**src/rtl/calc_pkg.sv**
```systemverilog
// Shared operator codes, FSM state type and width helpers for the calculator core.
package calc_pkg;

   localparam logic [2:0] OPT_ADD = 3'd0;
   localparam logic [2:0] OPT_SUB = 3'd1;
   localparam logic [2:0] OPT_MUL = 3'd2;
   localparam logic [2:0] OPT_DIV = 3'd3;
   localparam logic [2:0] OPT_CLR = 3'd4;

   typedef enum logic [2:0] {
      StEntryA,
      StEntryB,
      StCompute,
      StConvert,
      StShow,
      StError
   } state_e;

   function automatic int unsigned pow10(input int unsigned n);
      int unsigned p;
      p = 1;
      for (int unsigned i = 0; i < n; i++) begin
         p = p * 10;
      end
      return p;
   endfunction

   // Binary width able to hold any DIGITS-digit decimal value.
   function automatic int unsigned calc_width(input int unsigned digits);
      return $clog2(pow10(digits));
   endfunction

endpackage

```
**src/rtl/bin2bcd.sv**
```systemverilog
// Iterative double-dabble converter: one shift per cycle, W cycles from start to done.
module bin2bcd
   import calc_pkg::*;
#(
   parameter int unsigned DIGITS = 4,
   localparam int unsigned W = calc_width(DIGITS)
) (
   input  logic                clk,
   input  logic                reset,
   input  logic                start,
   input  logic [W-1:0]        bin,
   output logic [4*DIGITS-1:0] bcd,
   output logic                done
);

   localparam int unsigned CW = $clog2(W) + 1;

   logic [4*DIGITS-1:0] bcd_q, bcd_d, adj;
   logic [W-1:0]        sh_q, sh_d;
   logic [CW-1:0]       cnt_q, cnt_d;
   logic                run_q, run_d;
   logic                done_q, done_d;

   always_comb begin
      adj = bcd_q;
      for (int i = 0; i < int'(DIGITS); i++) begin
         if (bcd_q[4*i +: 4] >= 4'd5) begin
            adj[4*i +: 4] = bcd_q[4*i +: 4] + 4'd3;
         end
      end

      bcd_d  = bcd_q;
      sh_d   = sh_q;
      cnt_d  = cnt_q;
      run_d  = run_q;
      done_d = 1'b0;

      if (run_q) begin
         bcd_d = (4*DIGITS)'({adj, sh_q[W-1]});
         sh_d  = sh_q << 1;
         cnt_d = cnt_q - CW'(1);
         if (cnt_q == CW'(1)) begin
            run_d  = 1'b0;
            done_d = 1'b1;
         end
      end else if (start) begin
         // First iteration on an all-zero BCD register needs no adjust, so fold it into the load.
         bcd_d = (4*DIGITS)'(bin[W-1]);
         sh_d  = bin << 1;
         cnt_d = CW'(W - 1);
         run_d = 1'b1;
      end
   end

   always_ff @(posedge clk) begin
      if (reset) begin
         bcd_q  <= '0;
         sh_q   <= '0;
         cnt_q  <= '0;
         run_q  <= 1'b0;
         done_q <= 1'b0;
      end else begin
         bcd_q  <= bcd_d;
         sh_q   <= sh_d;
         cnt_q  <= cnt_d;
         run_q  <= run_d;
         done_q <= done_d;
      end
   end

   assign bcd  = bcd_q;
   assign done = done_q;

endmodule

```
**src/rtl/calculator_core.sv**
```systemverilog
// Keypad-driven four-function calculator: operand entry, iterative mul/div, BCD result display.
module calculator_core
   import calc_pkg::*;
#(
   parameter int unsigned DIGITS = 4
) (
   input  logic                clk,
   input  logic                reset,
   input  logic [3:0]          num,
   input  logic                numPressed,
   input  logic [2:0]          opt,
   input  logic                optPressed,
   input  logic                submit,
   output logic [4*DIGITS-1:0] digits,
   output logic                neg,
   output logic                err,
   output logic                busy
);

   localparam int unsigned         W          = calc_width(DIGITS);
   localparam int unsigned         CW         = $clog2(W) + 1;
   localparam logic [2*W-1:0]      Limit      = (2*W)'(pow10(DIGITS));
   localparam logic [W-1:0]        EntryMax   = W'(pow10(DIGITS - 1));
   localparam logic [4*DIGITS-1:0] ErrPattern = {DIGITS{4'hE}};

   state_e              state_q, state_d;
   logic [W-1:0]        a_q, a_d, b_q, b_d, entry_q, entry_d, res_q, res_d;
   logic [W-1:0]        mplr_q, mplr_d, rem_q, rem_d, quot_q, quot_d;
   logic [2*W-1:0]      prod_q, prod_d;
   logic [4*DIGITS-1:0] shadow_q, shadow_d, digits_q, digits_d;
   logic [2:0]          op_q, op_d;
   logic [CW-1:0]       cnt_q, cnt_d;
   logic                neg_res_q, neg_res_d, neg_q, neg_d, err_q, err_d;

   logic                clr, ev_sub, ev_op, ev_num, digit_ok, last;
   logic [W-1:0]        entry_next;
   logic [4*DIGITS-1:0] shadow_next;
   logic [2*W-1:0]      prod_step, result_wide;
   logic [W:0]          rem_sh;
   logic                div_ge;
   logic [W-1:0]        rem_step, quot_step;
   logic                b2b_start, b2b_done;
   logic [4*DIGITS-1:0] b2b_bcd;

   // Clear outranks everything and is honoured even while busy.
   assign clr    = optPressed && (opt == OPT_CLR);
   assign busy   = (state_q == StCompute) || (state_q == StConvert);
   assign ev_sub = submit && !optPressed && !busy || submit && !clr && !busy;
   assign ev_op  = optPressed && !submit && !busy && (opt <= OPT_DIV);
   assign ev_num = numPressed && !optPressed && !submit && !busy && (num <= 4'd9);

   assign digit_ok    = ev_num && (entry_q < EntryMax);
   assign entry_next  = (entry_q << 3) + (entry_q << 1) + W'(num);
   assign shadow_next = (4*DIGITS)'({shadow_q, num});

   assign prod_step = (prod_q << 1) + (mplr_q[W-1] ? (2*W)'(a_q) : '0);
   assign rem_sh    = {rem_q, quot_q[W-1]};
   assign div_ge    = rem_sh >= {1'b0, b_q};
   assign rem_step  = div_ge ? W'(rem_sh - {1'b0, b_q}) : rem_sh[W-1:0];
   assign quot_step = {quot_q[W-2:0], div_ge};

   always_comb begin
      result_wide = '0;
      last        = 1'b1;
      case (op_q)
         OPT_ADD: result_wide = (2*W)'(a_q) + (2*W)'(b_q);
         OPT_SUB: result_wide = (2*W)'((a_q >= b_q) ? a_q - b_q : b_q - a_q);
         OPT_MUL: begin
            result_wide = prod_step;
            last        = (cnt_q == CW'(W - 1));
         end
         OPT_DIV: begin
            result_wide = (2*W)'(quot_step);
            last        = (cnt_q == CW'(W - 1));
         end
         default: result_wide = '0;
      endcase
   end

   always_comb begin
      state_d   = state_q;
      a_d       = a_q;
      b_d       = b_q;
      entry_d   = entry_q;
      res_d     = res_q;
      mplr_d    = mplr_q;
      rem_d     = rem_q;
      quot_d    = quot_q;
      prod_d    = prod_q;
      shadow_d  = shadow_q;
      digits_d  = digits_q;
      op_d      = op_q;
      cnt_d     = cnt_q;
      neg_res_d = neg_res_q;
      neg_d     = neg_q;
      err_d     = err_q;
      b2b_start = 1'b0;

      unique case (state_q)
         StEntryA, StEntryB: begin
            if (state_q == StEntryB && ev_sub) begin
               b_d     = entry_q;
               cnt_d   = '0;
               prod_d  = '0;
               mplr_d  = entry_q;
               rem_d   = '0;
               quot_d  = a_q;
               state_d = StCompute;
            end else if (ev_op) begin
               op_d = opt;
               if (state_q == StEntryA) begin
                  a_d      = entry_q;
                  entry_d  = '0;
                  shadow_d = '0;
                  state_d  = StEntryB;
               end
            end else if (digit_ok) begin
               entry_d  = entry_next;
               shadow_d = shadow_next;
               digits_d = shadow_next;
            end
         end
         StCompute: begin
            if (last) begin
               if (result_wide >= Limit || (op_q == OPT_DIV && b_q == '0)) begin
                  digits_d = ErrPattern;
                  err_d    = 1'b1;
                  neg_d    = 1'b0;
                  state_d  = StError;
               end else begin
                  b2b_start = 1'b1;
                  res_d     = result_wide[W-1:0];
                  neg_res_d = (op_q == OPT_SUB) && (a_q < b_q);
                  state_d   = StConvert;
               end
            end else begin
               cnt_d  = cnt_q + CW'(1);
               prod_d = prod_step;
               mplr_d = mplr_q << 1;
               rem_d  = rem_step;
               quot_d = quot_step;
            end
         end
         StConvert: begin
            if (b2b_done) begin
               digits_d = b2b_bcd;
               neg_d    = neg_res_q;
               err_d    = 1'b0;
               state_d  = StShow;
            end
         end
         StShow, StError: begin
            if (state_q == StShow && ev_op && !neg_q) begin
               a_d      = res_q;
               op_d     = opt;
               entry_d  = '0;
               shadow_d = '0;
               state_d  = StEntryB;
            end else if (ev_num) begin
               entry_d  = W'(num);
               shadow_d = (4*DIGITS)'(num);
               digits_d = (4*DIGITS)'(num);
               neg_d    = 1'b0;
               err_d    = 1'b0;
               state_d  = StEntryA;
            end
         end
         default: state_d = StEntryA;
      endcase
   end

   always_ff @(posedge clk) begin
      if (reset || clr) begin
         state_q   <= StEntryA;
         a_q       <= '0;
         b_q       <= '0;
         entry_q   <= '0;
         res_q     <= '0;
         mplr_q    <= '0;
         rem_q     <= '0;
         quot_q    <= '0;
         prod_q    <= '0;
         shadow_q  <= '0;
         digits_q  <= '0;
         op_q      <= OPT_ADD;
         cnt_q     <= '0;
         neg_res_q <= 1'b0;
         neg_q     <= 1'b0;
         err_q     <= 1'b0;
      end else begin
         state_q   <= state_d;
         a_q       <= a_d;
         b_q       <= b_d;
         entry_q   <= entry_d;
         res_q     <= res_d;
         mplr_q    <= mplr_d;
         rem_q     <= rem_d;
         quot_q    <= quot_d;
         prod_q    <= prod_d;
         shadow_q  <= shadow_d;
         digits_q  <= digits_d;
         op_q      <= op_d;
         cnt_q     <= cnt_d;
         neg_res_q <= neg_res_d;
         neg_q     <= neg_d;
         err_q     <= err_d;
      end
   end

   bin2bcd #(
      .DIGITS(DIGITS)
   ) u_bin2bcd (
      .clk  (clk),
      .reset(reset || clr),
      .start(b2b_start),
      .bin  (result_wide[W-1:0]),
      .bcd  (b2b_bcd),
      .done (b2b_done)
   );

   assign digits = digits_q;
   assign neg    = neg_q;
   assign err    = err_q;

endmodule

```
**config.mk**
```make
export PLATFORM = sky130hd
export DESIGN_NAME = calculator_core
export DESIGN_NICKNAME = d
export VERILOG_FILES = /design/src/rtl/calc_pkg.sv /design/src/rtl/bin2bcd.sv /design/src/rtl/calculator_core.sv
export SDC_FILE = /design/constraint.sdc
export NUM_CORES = 1
export LEC_CHECK = 0
export BUFFER_PORTS_ARGS = -buffer_cell sky130_fd_sc_hd__buf_2
export CAP_MARGIN = 20
export CORE_MARGIN = 10
export CORE_UTILIZATION = 35
export DETAILED_ROUTE_END_ITERATION = 12
export PLACE_DENSITY = 0.61
export SKIP_LAST_GASP = 1
export SYNTH_ARGS = -nofsm -noshare
export SYNTH_HDL_FRONTEND = slang
export SYNTH_HIERARCHICAL = 1
export SYNTH_SLANG_ARGS = --single-unit
```
**constraint.sdc**
```tcl
create_clock -name clk -period 4.15 [get_ports clk]
set_input_delay 0.2075 -clock clk [delete_from_list [all_inputs] [get_ports clk]]
set_output_delay 0.2075 -clock clk [all_outputs]
set_load 0.1 [all_outputs]
```
==> metrics.md <==
| Metric | Value |
|---|---|
| Vias in the first global route | 13800 |
| Post-synth net total | 1980 |
| First-pass GRT wire length | 77.5 mm |
| Max Clock Skew | 0.0218 ns |
| Most frequent cell after synthesis | nand2_1 |
| Finish-stage setup viols | 0 |
| Largest net degree at the start of global routing | 68 |
| Peak per-stage delay on the critical path | 0.53 ns |
| Inserted Clock Buffers | 24 |
| Nets | 2160 |
| Global route hottest layer | met2 |
| Max Freq | 245 MHz |
| Biggest area consumer among synthesized cells | dfxtp_1 |
| Grt total ovfl | 0 |
| Top post-synthesis cells by area | dfxtp_1, ha_1, nand2_1, a21oi_1, mux2i_1 |
| PwrDens | 302 mW/mm² |
| Site row count | 74 |
| Final wirelength | 49.5 mm |
| Worst setup SP type | register |
| Synth Flop Type | dfxtp_1 |
| Post-detail-place hpwl | 36.8 mm |
| Antenna Nets Post-Route | 0 |
| CTS H-tree depth | 1 |
| Synth Register Bits | 202 |
| Slew Limit Fails | 0 |
| Required time of the critical path | 4.56 ns |
| Period minus WS final | 4.08 ns |
| DR DRC count | 0 |
| Worst-Margin Slew | 0.889 ns |
| Critical path endpoint category | register |
| Avg WL per Cell | 19.2 µm |
| Placer Congestion | 0.958 |
| Synth top area share | 28.3% |
| GR Util All Layers | 18.9% |
| P_leak | 0.00728 µW |
| Synth Instances | 1852 |
| Die height | 222 µm |
| Outcome | completed |
| I/O pin total | 31 |
| Starting density of the core | 35.2% |
| Hold Vio Cnt, Final | 0 |
| Core ar. | 0.0406 mm² |
| Top delay family on crit path | compound AO/OA/AOI/OAI gates |
| Fill cells | 4049 |
| Most frequent cells after synthesis | nand2_1, dfxtp_1, nor2_1 |
| Met2 Use GR | 30.0% |
| RSZ-0062 raised after global routing | yes |
| Cell Area, Synth | 0.0143 mm² |
| Buffers added on ports | 30 |
| Initial antenna violation count | 0 |
| Slew headroom | 40.6% |
| Max FO, Critical Path | 9 |
| Clock-pin slew on the worst setup and hold paths | 0.06 ns |
| Seq/Total Area, Yosys | 28.3% |
| Total clock sinks | 202 |
| Via total after detailed routing | 14500 |
| Unique cell type count in the Yosys netlist | 98 |
| GR Util met1 | 26.2% |
| Antenna cells | 0 |
| Syn avg cell area | 7.73 µm² |
| Initial DRC count | 1433 |
| Post-route cell area | 0.0179 mm² |
| Post-synth EDFFs | 0 |
| Maximum clock path buffer count | 3 |
| Worst VDD drop | 0.000321 V |
| Die area | 0.0494 mm² |
| CTS tree | done |
| Worst Path Buf+Inv | 5 |
| Met3 Usage GRT | 3.15% |
| Tightest Hold Check Type | input port to register |
| CP cell instances | inv_1 > ha_1 > buf_4 > inv_1 > a21oi_1 > o311ai_1 > nor2_1 > xnor2_1 > a221o_1 > or3_1 > o22ai_4 > and3_4 > nand3_4 > inv_6 > buf_12 > mux2i_1 > nor2_1 > a21oi_1 > nor2_1 |
| Crit Path Category | register to register |
| Hold WS | 0.0805 ns |
| WP data arrival | 4.50 ns |
| Drt pass-1 iters | 7 |
| Final period util | 98.4% |
| Layout area overhead | 25.1% |
| Area post-placement | 0.0163 mm² |
| Clock Latency Late Sink | 0.56 ns |
| Slowest-stage cell, CP | o311ai_1 |
| Critical Path Most Common Cell | nor2_1 |
| Layout cells sized above 1 | 20.8% |
| Max capacitance violation total | 0 |
| Via-per-instance ratio | 5.62 |
| Synth Warn # | 6 |
| Root buffer cell | clkbuf_16 |
| Async S/R FF share, synth | 0% |
| Die X | 222 µm |
==> worst min-delay path, delay by kind of cell <==
kind                   cells  cell delay [ns]
multiplexers               1             0.06
buffers and inverters      1             0.11
AND/OR/NAND/NOR            2             0.13
AO/OA/AOI/OAI              1             0.07
==> sequential cells by signal, indices dropped and copies added (netlist names), 5 cells and up <==
name,cells
a_q,14
b_q,14
cnt_q,5
digits,16
entry_q,14
mplr_q,14
prod_q,27
quot_q,14
rem_q,14
res_q,14
shadow_q,11
u_bin2bcd/bcd,16
u_bin2bcd/cnt_q,5
u_bin2bcd/sh_q,13
==> routing by layer <==
metal,up-vias,part of all wire (%)
li1,6949,-
met1,6962,45
met2,530,45
met3,67,7.8
met4,0,2.2
met5,-,0
==> through the flow <==
step / instances / setup TNS, ns / util [%] / total power (µW) / worst slack (ns)
after floorplan: 1852 / 0 / - / 2580 / 0.00429
after global placement: 2511 / -3.98 / 40.2 / 3010 / -0.199
after detailed placement: 2511 / -5.80 / 40.2 / 3010 / -0.266
after CTS: 2571 / -0.0541 / 43.0 / 5360 / -0.0186
after global routing: 2582 / -0.725 / 44.0 / 5600 / -0.100
final: 2582 / 0 / 44.0 / 5410 / 0.0665
==> cell usage in the layout (no fill, tap or decap), types with 12 or more instances in the layout <==
cell,count
ha_1,95
a311oi_1,16
nand4_1,18
nand2b_1,18
o21ai_0,49
a21o_1,19
nand2_1,230
a21oi_1,164
nand3_1,68
a211o_1,12
inv_1,99
a31oi_1,13
o21ai_1,15
xor2_1,18
nor3_1,35
buf_2,31
and2_1,18
nor2_1,188
a22oi_1,37
mux2i_1,71
xnor2_1,36
clkbuf_16,24
a211oi_1,34
dfxtp_1,195
buf_4,219
o211ai_1,14
nor2b_1,15
==> worst paths after layout <==
kind / slack, ns / end / depth (start not counted) / from
worst max-delay path: 0.07 / u_bin2bcd/sh_q[5] / 19 / a_q[9]
worst min-delay path: 0.08 / digits[0] / 5 / num[0]
worst max register to register: 0.07 / u_bin2bcd/sh_q[5] / 19 / a_q[9]
worst min register to register: 0.46 / mplr_q[10] / 2 / mplr_q[10]
==> power by group <==
| group | switching [µW] | leakage, µW | internal [µW] | total (µW) |
|---|---|---|---|---|
| sequential | 38.6 | 0.00163 | 1970 | 2000 |
| combinational | 627 | 0.00523 | 455 | 1080 |
| clock | 928 | 0.000421 | 1400 | 2320 |
==> kinds of logic (layout without fill, tap and decap cells) <==
family                   after synthesis  count (layout)  share of synthesized area (%)
multiplexers                          84              84                           5.97
flip-flops                           202             202                           28.3
AO/OA/AOI/OAI                        502             502                           23.8
AND/OR/NAND/NOR                      681             681                           22.1
XOR/XNOR                              55              55                           3.37
adder cells (fa/ha/maj)              116             116                           10.5
buffers and inverters                212             410                           6.07
==> repair_timing <==
action / CTS / global route
gates resized for setup: 29 / 69
endpoints found under the hold margin: 2 / 0
hold buffers: 2 / 0
gates cloned: 1 / 1
buffers inserted: 13 / 10
pin swaps: 23 / 36
endpoints found under the setup margin: 40 / 60
==> area by class of cell <==
class | instances | area [µm²] | share of cell area (%)
multi-input combinational | 1438 | 9900 | 55.3
sequential | 202 | 4060 | 22.7
timing repair buffer | 264 | 2020 | 11.3
clock buffer | 31 | 667 | 3.73
tap | 532 | 666 | 3.72
inverter | 102 | 390 | 2.18
clock inverter | 13 | 203 | 1.13
Note: power is estimated with default switching activity, not from simulation.
